File: src/rtl/pipeline_stall_controller_if.sv
// Hazard-scheduler bus between the pipeline datapath and the stall controller.
// The datapath drives the ID/EX/MEM hazard information; the controller returns enables and MDU status.
interface pipeline_stall_controller_if #(
    parameter int unsigned CNT_WIDTH  = 4,
    parameter int unsigned PERF_WIDTH = 32
);
    logic [4:0]            id_rs_addr;
    logic [4:0]            id_rt_addr;
    logic [1:0]            id_rs_tuse;
    logic [1:0]            id_rt_tuse;
    logic [4:0]            ex_dst_addr;
    logic [1:0]            ex_tnew;
    logic [4:0]            mem_dst_addr;
    logic [1:0]            mem_tnew;
    logic                  id_md_start;
    logic                  id_md_is_div;
    logic                  id_md_use;

    logic                  pc_enable;
    logic                  if_id_enable;
    logic                  id_ex_clear;
    logic                  md_busy;
    logic [CNT_WIDTH-1:0]  md_count;
    logic                  md_done;
    logic [PERF_WIDTH-1:0] stall_count;

    modport master (
        output id_rs_addr, id_rt_addr, id_rs_tuse, id_rt_tuse,
               ex_dst_addr, ex_tnew, mem_dst_addr, mem_tnew,
               id_md_start, id_md_is_div, id_md_use,
        input  pc_enable, if_id_enable, id_ex_clear,
               md_busy, md_count, md_done, stall_count
    );

    modport slave (
        input  id_rs_addr, id_rt_addr, id_rs_tuse, id_rt_tuse,
               ex_dst_addr, ex_tnew, mem_dst_addr, mem_tnew,
               id_md_start, id_md_is_div, id_md_use,
        output pc_enable, if_id_enable, id_ex_clear,
               md_busy, md_count, md_done, stall_count
    );
endinterface

File: src/rtl/pipeline_stall_controller.sv
// Central hazard scheduler: Tuse/Tnew register hazards, MDU occupancy tracking,
// pipeline enable/clear generation and a saturating stall-cycle counter.
module pipeline_stall_controller #(
    parameter int unsigned MULT_CYCLES = 5,
    parameter int unsigned DIV_CYCLES  = 10,
    parameter int unsigned CNT_WIDTH   = 4,
    parameter int unsigned PERF_WIDTH  = 32
) (
    input  logic                        clk,
    input  logic                        reset,
    pipeline_stall_controller_if.slave  bus
);

    localparam logic [CNT_WIDTH-1:0]  CNT_ZERO  = '0;
    localparam logic [CNT_WIDTH-1:0]  CNT_ONE   = CNT_WIDTH'(1);
    localparam logic [CNT_WIDTH-1:0]  CNT_MULT  = CNT_WIDTH'(MULT_CYCLES);
    localparam logic [CNT_WIDTH-1:0]  CNT_DIV   = CNT_WIDTH'(DIV_CYCLES);
    localparam logic [PERF_WIDTH-1:0] PERF_MAX  = '1;
    localparam logic [PERF_WIDTH-1:0] PERF_ONE  = PERF_WIDTH'(1);

    logic [CNT_WIDTH-1:0]  md_count_q;
    logic [CNT_WIDTH-1:0]  md_count_nxt;
    logic                  md_done_q;
    logic                  md_done_nxt;
    logic [PERF_WIDTH-1:0] stall_count_q;
    logic [PERF_WIDTH-1:0] stall_count_nxt;

    logic                  hz_rs_ex;
    logic                  hz_rt_ex;
    logic                  hz_rs_mem;
    logic                  hz_rt_mem;
    logic                  md_hz;
    logic                  md_busy_c;
    logic                  stall_c;

    // A source hazards when a younger producer will not have its value ready in time.
    // tuse=3 can never be below a 2-bit tnew, so unused sources drop out naturally.
    function automatic logic src_hazard(
        input logic [4:0] src_addr,
        input logic [1:0] src_tuse,
        input logic [4:0] dst_addr,
        input logic [1:0] tnew
    );
        return (src_addr != 5'd0) && (src_addr == dst_addr) && (src_tuse < tnew);
    endfunction

    // Hazard detection and stall decision, same cycle as the inputs.
    always_comb begin
        hz_rs_ex  = src_hazard(bus.id_rs_addr, bus.id_rs_tuse, bus.ex_dst_addr,  bus.ex_tnew);
        hz_rt_ex  = src_hazard(bus.id_rt_addr, bus.id_rt_tuse, bus.ex_dst_addr,  bus.ex_tnew);
        hz_rs_mem = src_hazard(bus.id_rs_addr, bus.id_rs_tuse, bus.mem_dst_addr, bus.mem_tnew);
        hz_rt_mem = src_hazard(bus.id_rt_addr, bus.id_rt_tuse, bus.mem_dst_addr, bus.mem_tnew);
        md_busy_c = (md_count_q != CNT_ZERO);
        md_hz     = bus.id_md_use && md_busy_c;
        stall_c   = hz_rs_ex || hz_rt_ex || hz_rs_mem || hz_rt_mem || md_hz;
    end

    // Next-state for MDU occupancy, completion pulse and perf counter.
    // A start while busy is always stalled by md_hz, so load and decrement are exclusive;
    // load still wins if a malformed start arrives without id_md_use.
    always_comb begin
        md_count_nxt    = md_count_q;
        md_done_nxt     = 1'b0;
        stall_count_nxt = stall_count_q;

        if (bus.id_md_start && !stall_c) begin
            md_count_nxt = bus.id_md_is_div ? CNT_DIV : CNT_MULT;
        end else if (md_busy_c) begin
            md_count_nxt = md_count_q - CNT_ONE;
            md_done_nxt  = (md_count_q == CNT_ONE);
        end

        if (stall_c && (stall_count_q != PERF_MAX)) begin
            stall_count_nxt = stall_count_q + PERF_ONE;
        end
    end

    always_ff @(posedge clk or negedge reset) begin
        if (!reset) begin
            md_count_q    <= CNT_ZERO;
            md_done_q     <= 1'b0;
            stall_count_q <= '0;
        end else begin
            md_count_q    <= md_count_nxt;
            md_done_q     <= md_done_nxt;
            stall_count_q <= stall_count_nxt;
        end
    end

    assign bus.pc_enable    = ~stall_c;
    assign bus.if_id_enable = ~stall_c;
    assign bus.id_ex_clear  = stall_c;
    assign bus.md_busy      = md_busy_c;
    assign bus.md_count     = md_count_q;
    assign bus.md_done      = md_done_q;
    assign bus.stall_count  = stall_count_q;

endmodule

File: src/flat_wrapper.sv
// flat-port wrapper written by rule: the top's interface ports become plain ports
module pipeline_stall_controller_flat 
#(
    parameter int unsigned MULT_CYCLES = 5,
    parameter int unsigned DIV_CYCLES  = 10,
    parameter int unsigned CNT_WIDTH   = 4,
    parameter int unsigned PERF_WIDTH  = 32
)
  (clk, reset, bus_id_rs_addr, bus_id_rt_addr, bus_id_rs_tuse, bus_id_rt_tuse, bus_ex_dst_addr, bus_ex_tnew, bus_mem_dst_addr, bus_mem_tnew, bus_id_md_start, bus_id_md_is_div, bus_id_md_use, bus_pc_enable, bus_if_id_enable, bus_id_ex_clear, bus_md_busy, bus_md_count, bus_md_done, bus_stall_count);
  pipeline_stall_controller_if #(.CNT_WIDTH(CNT_WIDTH), .PERF_WIDTH(PERF_WIDTH)) bus_i ();
  input  logic clk;
  input  logic reset;
  input wire logic [$bits(bus_i.id_rs_addr)-1:0] bus_id_rs_addr;
  input wire logic [$bits(bus_i.id_rt_addr)-1:0] bus_id_rt_addr;
  input wire logic [$bits(bus_i.id_rs_tuse)-1:0] bus_id_rs_tuse;
  input wire logic [$bits(bus_i.id_rt_tuse)-1:0] bus_id_rt_tuse;
  input wire logic [$bits(bus_i.ex_dst_addr)-1:0] bus_ex_dst_addr;
  input wire logic [$bits(bus_i.ex_tnew)-1:0] bus_ex_tnew;
  input wire logic [$bits(bus_i.mem_dst_addr)-1:0] bus_mem_dst_addr;
  input wire logic [$bits(bus_i.mem_tnew)-1:0] bus_mem_tnew;
  input wire logic [$bits(bus_i.id_md_start)-1:0] bus_id_md_start;
  input wire logic [$bits(bus_i.id_md_is_div)-1:0] bus_id_md_is_div;
  input wire logic [$bits(bus_i.id_md_use)-1:0] bus_id_md_use;
  output wire logic [$bits(bus_i.pc_enable)-1:0] bus_pc_enable;
  output wire logic [$bits(bus_i.if_id_enable)-1:0] bus_if_id_enable;
  output wire logic [$bits(bus_i.id_ex_clear)-1:0] bus_id_ex_clear;
  output wire logic [$bits(bus_i.md_busy)-1:0] bus_md_busy;
  output wire logic [$bits(bus_i.md_count)-1:0] bus_md_count;
  output wire logic [$bits(bus_i.md_done)-1:0] bus_md_done;
  output wire logic [$bits(bus_i.stall_count)-1:0] bus_stall_count;
  assign bus_i.id_rs_addr = bus_id_rs_addr;
  assign bus_i.id_rt_addr = bus_id_rt_addr;
  assign bus_i.id_rs_tuse = bus_id_rs_tuse;
  assign bus_i.id_rt_tuse = bus_id_rt_tuse;
  assign bus_i.ex_dst_addr = bus_ex_dst_addr;
  assign bus_i.ex_tnew = bus_ex_tnew;
  assign bus_i.mem_dst_addr = bus_mem_dst_addr;
  assign bus_i.mem_tnew = bus_mem_tnew;
  assign bus_i.id_md_start = bus_id_md_start;
  assign bus_i.id_md_is_div = bus_id_md_is_div;
  assign bus_i.id_md_use = bus_id_md_use;
  assign bus_pc_enable = bus_i.pc_enable;
  assign bus_if_id_enable = bus_i.if_id_enable;
  assign bus_id_ex_clear = bus_i.id_ex_clear;
  assign bus_md_busy = bus_i.md_busy;
  assign bus_md_count = bus_i.md_count;
  assign bus_md_done = bus_i.md_done;
  assign bus_stall_count = bus_i.stall_count;
  pipeline_stall_controller #(.MULT_CYCLES(MULT_CYCLES), .DIV_CYCLES(DIV_CYCLES), .CNT_WIDTH(CNT_WIDTH), .PERF_WIDTH(PERF_WIDTH)) u_core (.clk(clk), .reset(reset), .bus(bus_i));
endmodule
File: config.mk
export PLATFORM = sky130hd
export DESIGN_NAME = pipeline_stall_controller_flat
export DESIGN_NICKNAME = d
export VERILOG_FILES = /design/src/rtl/pipeline_stall_controller_if.sv /design/src/rtl/pipeline_stall_controller.sv /design/src/flat_wrapper.sv
export SDC_FILE = /design/constraint.sdc
export NUM_CORES = 1
export LEC_CHECK = 0
export CORE_ASPECT_RATIO = 0.75
export CORE_MARGIN = 2
export CORE_UTILIZATION = 49
export CTS_BUF_LIST = sky130_fd_sc_hd__clkbuf_8
export DETAILED_ROUTE_END_ITERATION = 6
export PLACE_DENSITY_LB_ADDON = 0.3
export SLEW_MARGIN = 20
export SYNTH_ARGS = -nofsm -noshare
export SYNTH_HDL_FRONTEND = slang
export SYNTH_SLANG_ARGS = --single-unit
File: constraint.sdc
create_clock -name clk -period 2.36 [get_ports clk]
set_input_delay 0.354 -clock clk [delete_from_list [all_inputs] [get_ports clk]]
set_output_delay 0.354 -clock clk [all_outputs]
set_load 0.05 [all_outputs]
Word level (Yosys, flattened, before mapping)
Cells that the tools add are included.
{"block": "word_totals", "romBits": 0, "latch_bits": 0, "out_inout_bits": 41, "elab_cells": 41, "mem_bits_rw": 0, "regBits": 37, "memories": 0}
{"block": "op_classes", "n_eq_ne": 6, "magnitude_cmp": 4, "add_sub_neg": 2, "mul": 0, "n_reduce_logical": 20, "shifts": 0, "n_bitwise": 1, "div_mod_pow": 0, "muxes": 5}
{"cell": "adder 32 x 1 -> 32 bit (second input constant)", "n": 1}
{"cell": "!= test 32 bit (second input constant)", "n": 1}
{"cell": "equality test 5 bit", "n": 4}
{"cell": "2-to-1 mux 4 bit", "n": 3}
{"cell": "logical AND 1 bit", "n": 11}
{"cell": "nonzero test 5 bit", "n": 2}
{"cell": "less-than comparator 2 bit", "n": 4}
{"cell": "equality test 4 x 1 -> 1 bit (second input constant)", "n": 1}
{"cell": "logical OR 1 bit", "n": 4}
{"cell": "nonzero test 4 bit", "n": 1}
{"cell": "subtractor 4 x 1 -> 4 bit (second input constant)", "n": 1}
{"cell": "2-to-1 mux 1 bit", "n": 2}
{"cell": "nonzero test 2 bit", "n": 1}
{"cell": "zero test 1 bit", "n": 1}
{"cell": "inverter 1 bit", "n": 1}

Longest topological paths before layout
{"block": "logic_depth", "ltp_word": 10, "ltp_mapped": 8, "mapped_depth_nobuf": 7}

Worst setup path after synthesis
No wires, ideal clock.
{"block": "synth_path", "kind": "register -> output", "startpoint": "reg u_core.md_count_q[0] (netlist: u_core.bus.md_count[0])", "endpoint": "out bus_pc_enable", "arrival_time_ns": 2.713, "setup_slack_ns": -0.707, "path_stages_with_launch": 9, "n_path_buf": 2, "cell_sequence": "dfrtp_1 -> inv_1 -> ha_1 -> nand3b_1 -> nand2_1 -> o221ai_2 -> buf_4 -> inv_1 -> buf_4"}
{"block": "synth_between", "elab_chain_cells": 4}
{"item": "from (decl)", "line_no": "pipeline_stall_controller.sv:21", "text": "logic [CNT_WIDTH-1:0] md_count_q;"}
{"item": "from (signal assigned)", "line_no": "pipeline_stall_controller.sv:84", "text": "md_count_q <= md_count_nxt;"}
{"item": "nonzero test 4 bit", "line_no": "pipeline_stall_controller.sv:53", "text": "md_busy_c = (md_count_q != CNT_ZERO);"}
{"item": "via bus_md_busy", "line_no": "flat_wrapper.sv:27", "text": "output wire logic [$bits(bus_i.md_busy)-1:0] bus_md_busy;"}
{"item": "logical AND 1 bit", "line_no": "pipeline_stall_controller.sv:54", "text": "md_hz = bus.id_md_use && md_busy_c;"}
{"item": "logical OR 1 bit", "line_no": "pipeline_stall_controller.sv:55", "text": "stall_c = hz_rs_ex || hz_rt_ex || hz_rs_mem || hz_rt_mem || md_hz;"}
{"item": "via bus_id_ex_clear", "line_no": "flat_wrapper.sv:26", "text": "output wire logic [$bits(bus_i.id_ex_clear)-1:0] bus_id_ex_clear;"}
{"item": "inverter 1 bit"}
{"item": "to (decl)", "line_no": "flat_wrapper.sv:24", "text": "output wire logic [$bits(bus_i.pc_enable)-1:0] bus_pc_enable;"}
The timed path passes the listed nets, and every way through them passes these cells.

Final worst setup path
{"block": "layout_path", "startpoint": "in bus_id_rt_tuse[1]", "endpoint": "out bus_if_id_enable"}
{"block": "layout_between", "elab_chain_cells": 7}
{"item": "from (decl)", "line_no": "flat_wrapper.sv:16", "text": "input wire logic [$bits(bus_i.id_rt_tuse)-1:0] bus_id_rt_tuse;"}
{"item": "less-than comparator 2 bit", "line_no": "pipeline_stall_controller.sv:44", "text": "return (src_addr != 5'd0) && (src_addr == dst_addr) && (src_tuse < tnew);"}
{"item": "logical AND 1 bit", "line_no": "pipeline_stall_controller.sv:44"}
{"item": "logical OR 1 bit (2 in a row)", "line_no": "pipeline_stall_controller.sv:55"}
{"item": "logical OR 1 bit * (2 in a row)", "line_no": "pipeline_stall_controller.sv:55"}
{"item": "inverter 1 bit *", "line_no": "pipeline_stall_controller.sv:91", "text": "assign bus.if_id_enable = ~stall_c;"}
{"item": "to (decl)", "line_no": "flat_wrapper.sv:25", "text": "output wire logic [$bits(bus_i.if_id_enable)-1:0] bus_if_id_enable;"}
Mark *: on every way between the ends. The rest lies on a longest branch, timed or not.

==> results by group <==
Status
  • Status: finished clean

Clocking
  • Sink Count: 37
  • Clk_lat worst skew: 0.28 ns
  • CTS Hold Bufs: 0
  • Clock root buffer: clkbuf_8
  • CTS clock-pin slew for the worst setup and hold paths: 0.07 ns
  • H-Tree Depth: 2
  • CTS Buf Count: 5
  • Clock Path Buffers: 2
  • CTS tree: built

Placed design
  • Pre-CTS worst setup slack: -0.250 ns
  • IO Port Bufs: 73
  • Gp weighted congestion: 0.883
  • Detailed placement HPWL: 4.31 mm

Final layout
  • Multi-input gate area: 1530 µm²
  • Final nets: 350
  • FF/Latch Area: 930 µm²
  • Area grow syn2layout: 46.7%
  • Commonest cells after routing, fill and taps aside: clkdlybuf4s50_1 (46), dfrtp_1 (34), xnor2_1 (30)
  • Share of cells above drive strength 1: 0.251
  • N_diodes: 0
  • Commonest non-fill, non-tap cell in the layout: clkdlybuf4s50_1
  • FILL cells: 338

Synth
  • EDFF count, synth: 0
  • Synthesized Nets: 265
  • YS warnings: 0
  • Synth Instances: 225
  • Post-synthesis cell area: 2410 µm²
  • Yosys cell types: 38
  • Yosys top cell by area: dfrtp_1
  • Main synth FF type: dfrtp_1
  • Synth Register Bits: 37
  • Sequential fraction of the synthesis area: 0.385
  • Mean post-synth cell area: 10.7 µm²
  • Async set or reset register ratio after synthesis: 1.00
  • Area contributors post-synth: dfrtp_1 (38%), xnor2_1 (11%), xor2_1 (7.3%)
  • Area share of the largest cell type after synthesis: 0.385

Detailed routing
  • Met1 wire length: 2.94 mm
  • Residual DRC count: 0
  • Max Used Layer: met4
  • Post-DR wirelength/cell: 17.0 µm
  • DR iter-0 viols: 111
  • Antenna Nets Post-Route: 0
  • Met2 WL: 3.02 mm
  • Drt first pass iters: 4
  • WL met3: 279 µm
  • Total Wirelength: 6.30 mm
  • Via/cell ratio: 5.43
  • Vias: 2013

Floorplan
  • Number of I/O pins: 74
  • Die height: 64.7 µm
  • Die width: 84.9 µm
  • Site Rows: 22
  • Core Area: 4820 µm²
  • Die area: 5490 µm²
  • Initial Util: 0.499

Power and ir drop
  • Pleak: 1.55 nW
  • Total power: 2.65 mW
  • Peak VDD IR: 0.000745 V
  • PD cells: 751 nW/µm²

STA
  • Tcrit/Tclk final: 0.995
  • F_max: 426 MHz
  • Final Skew: 0.00312 ns
  • # setup viols final: 0
  • Count of pins over their slew limit: 0
  • Final WS setup: 0.0107 ns
  • Setup TNS Final: 0 ns
  • Worst slew margin: 0.659
  • Hold Vio Cnt, Final: 0
  • Slew at the pin closest to its max-slew limit: 0.509 ns
  • Fin crit period: 2.35 ns

Worst setup path
  • Worst Path Max Fanout: 3
  • Worst setup SP type: primary input
  • Req. time, crit path: 2.01 ns
  • Worst path arrival time: 2.00 ns
  • Crit path kind: primary input to output pin
  • CP endpoint kind: output pin

Global routing
  • Initial antenna violation count: 0
  • Largest net degree at the start of global routing: 38
  • First-pass GRT wire length: 10.1 mm
  • Global route overflow: 0
  • Vias in the first global route: 2015
  • Tot GR Track Use: 0.230

Hold path
  • Min-delay worst type: primary input to asynchronous set/reset pin

Flow run
  • Max-Cap Viols: 0
[logic make-up (layout without fill, tap and decap cells)]
logic type / Yosys count / after routing / share of synthesized area
buffers and inverters: 16 / 102 / 0.0421
AO/OA/AOI/OAI: 16 / 16 / 0.0468
adder cells (fa/ha/maj): 7 / 7 / 0.0364
multiplexers: 3 / 3 / 0.0135
flip-flops: 37 / 37 / 0.385
XOR/XNOR: 50 / 50 / 0.182
AND/OR/NAND/NOR: 96 / 96 / 0.294
[metal layers]
metal,track usage,up-vias
met1,0.316,985
li1,-,969
met2,0.375,53
met5,0,-
met4,0.0655,0
met3,0.0446,6
[power by group]
part / leakage [nW] / total (mW) / internal [mW] / switching, mW
Combinational: 0.998 / 1.24 / 0.490 / 0.747
Sequential: 0.493 / 0.855 / 0.736 / 0.119
Clock: 0.0626 / 0.559 / 0.340 / 0.219
Total: 1.55 / 2.65 / 1.57 / 1.08
[cell type report]
cell class | instances | share of cell area
Timing Repair Buffer | 86 | 0.240
Inverter | 8 | 0.00957
Clock inverter | 2 | 0.00957
Multi-Input combinational cell | 172 | 0.433
Tap cell | 60 | 0.0213
Clock buffer | 6 | 0.0234
Sequential cell | 37 | 0.263
[worst paths after layout]
path | from | to | slack (ns) | cells past startpoint
min in group clk | u_core.bus.stall_count[10]$_DFFE_PN0P_ | u_core.bus.stall_count[10]$_DFFE_PN0P_ | 0.49 | 1
worst min-delay path | reset | u_core.bus.md_count[1]$_DFFE_PN0P_ | 0.48 | 2
worst min register to register | u_core.bus.stall_count[10]$_DFFE_PN0P_ | u_core.bus.stall_count[10]$_DFFE_PN0P_ | 0.49 | 1
max in group asynchronous | reset | u_core.bus.md_count[2]$_DFFE_PN0P_ | 1.53 | 2
worst max register to register | u_core.bus.stall_count[8]$_DFFE_PN0P_ | u_core.bus.stall_count[21]$_DFFE_PN0P_ | 0.21 | 7
worst max-delay path | bus_id_rt_tuse[1] | bus_if_id_enable | 0.01 | 7
[cell usage after synthesis, types with 2 or more instances]
cell and instances:
nand2b_1 5, nand3_2 17, inv_1 8, a21o_1 2, nor3_1 2, and2_1 3, and3_1 17, buf_6 2
xnor2_1 30, nand4_1 7, dfrtp_1 37, a31oi_1 2, a22oi_1 2, buf_4 4, a21oi_1 3, a211oi_1 4
nor4_1 4, o21ai_0 2, and4_1 7, nand3_1 6, mux2_2 2, nor2_1 8, xor2_1 20, or4_1 2
nand4_2 4, nand2_1 7, ha_1 7
[worst max-delay path, stage by stage]
cell and delay [ns]:
dlygate4sd2_1 0.29, ha_1 0.35, a211oi_2 0.26, a22oi_2 0.14
o221ai_4 0.23, clkinvlp_4 0.19, buf_8 0.18
[stage by stage]
stage	cell area (µm²)	instances	utilization	hold WS [ns]
3_5_place_dp	3280	362	0.681	0.484
6_report	3530	371	0.733	0.483
2_1_floorplan	2460	225	-	0.0584
5_1_grt	3530	371	0.733	0.523
4_1_cts	3490	371	0.725	0.501
3_3_place_gp	3280	362	0.681	0.480
[state kept, by name (all words and copies together), names as in the netlist]
register,count
u_core.bus.md_count,4
u_core.bus.md_done,1
u_core.bus.stall_count,32
[timing repair]
item / in CTS / in global routing
buffers inserted: 1 / 0
pin swaps: 14 / 10
endpoints found under the setup margin: 3 / 4
gates cloned: 0 / 0
gates resized for setup: 42 / 11
No activity file was read; power rests on OpenSTA's default activity.
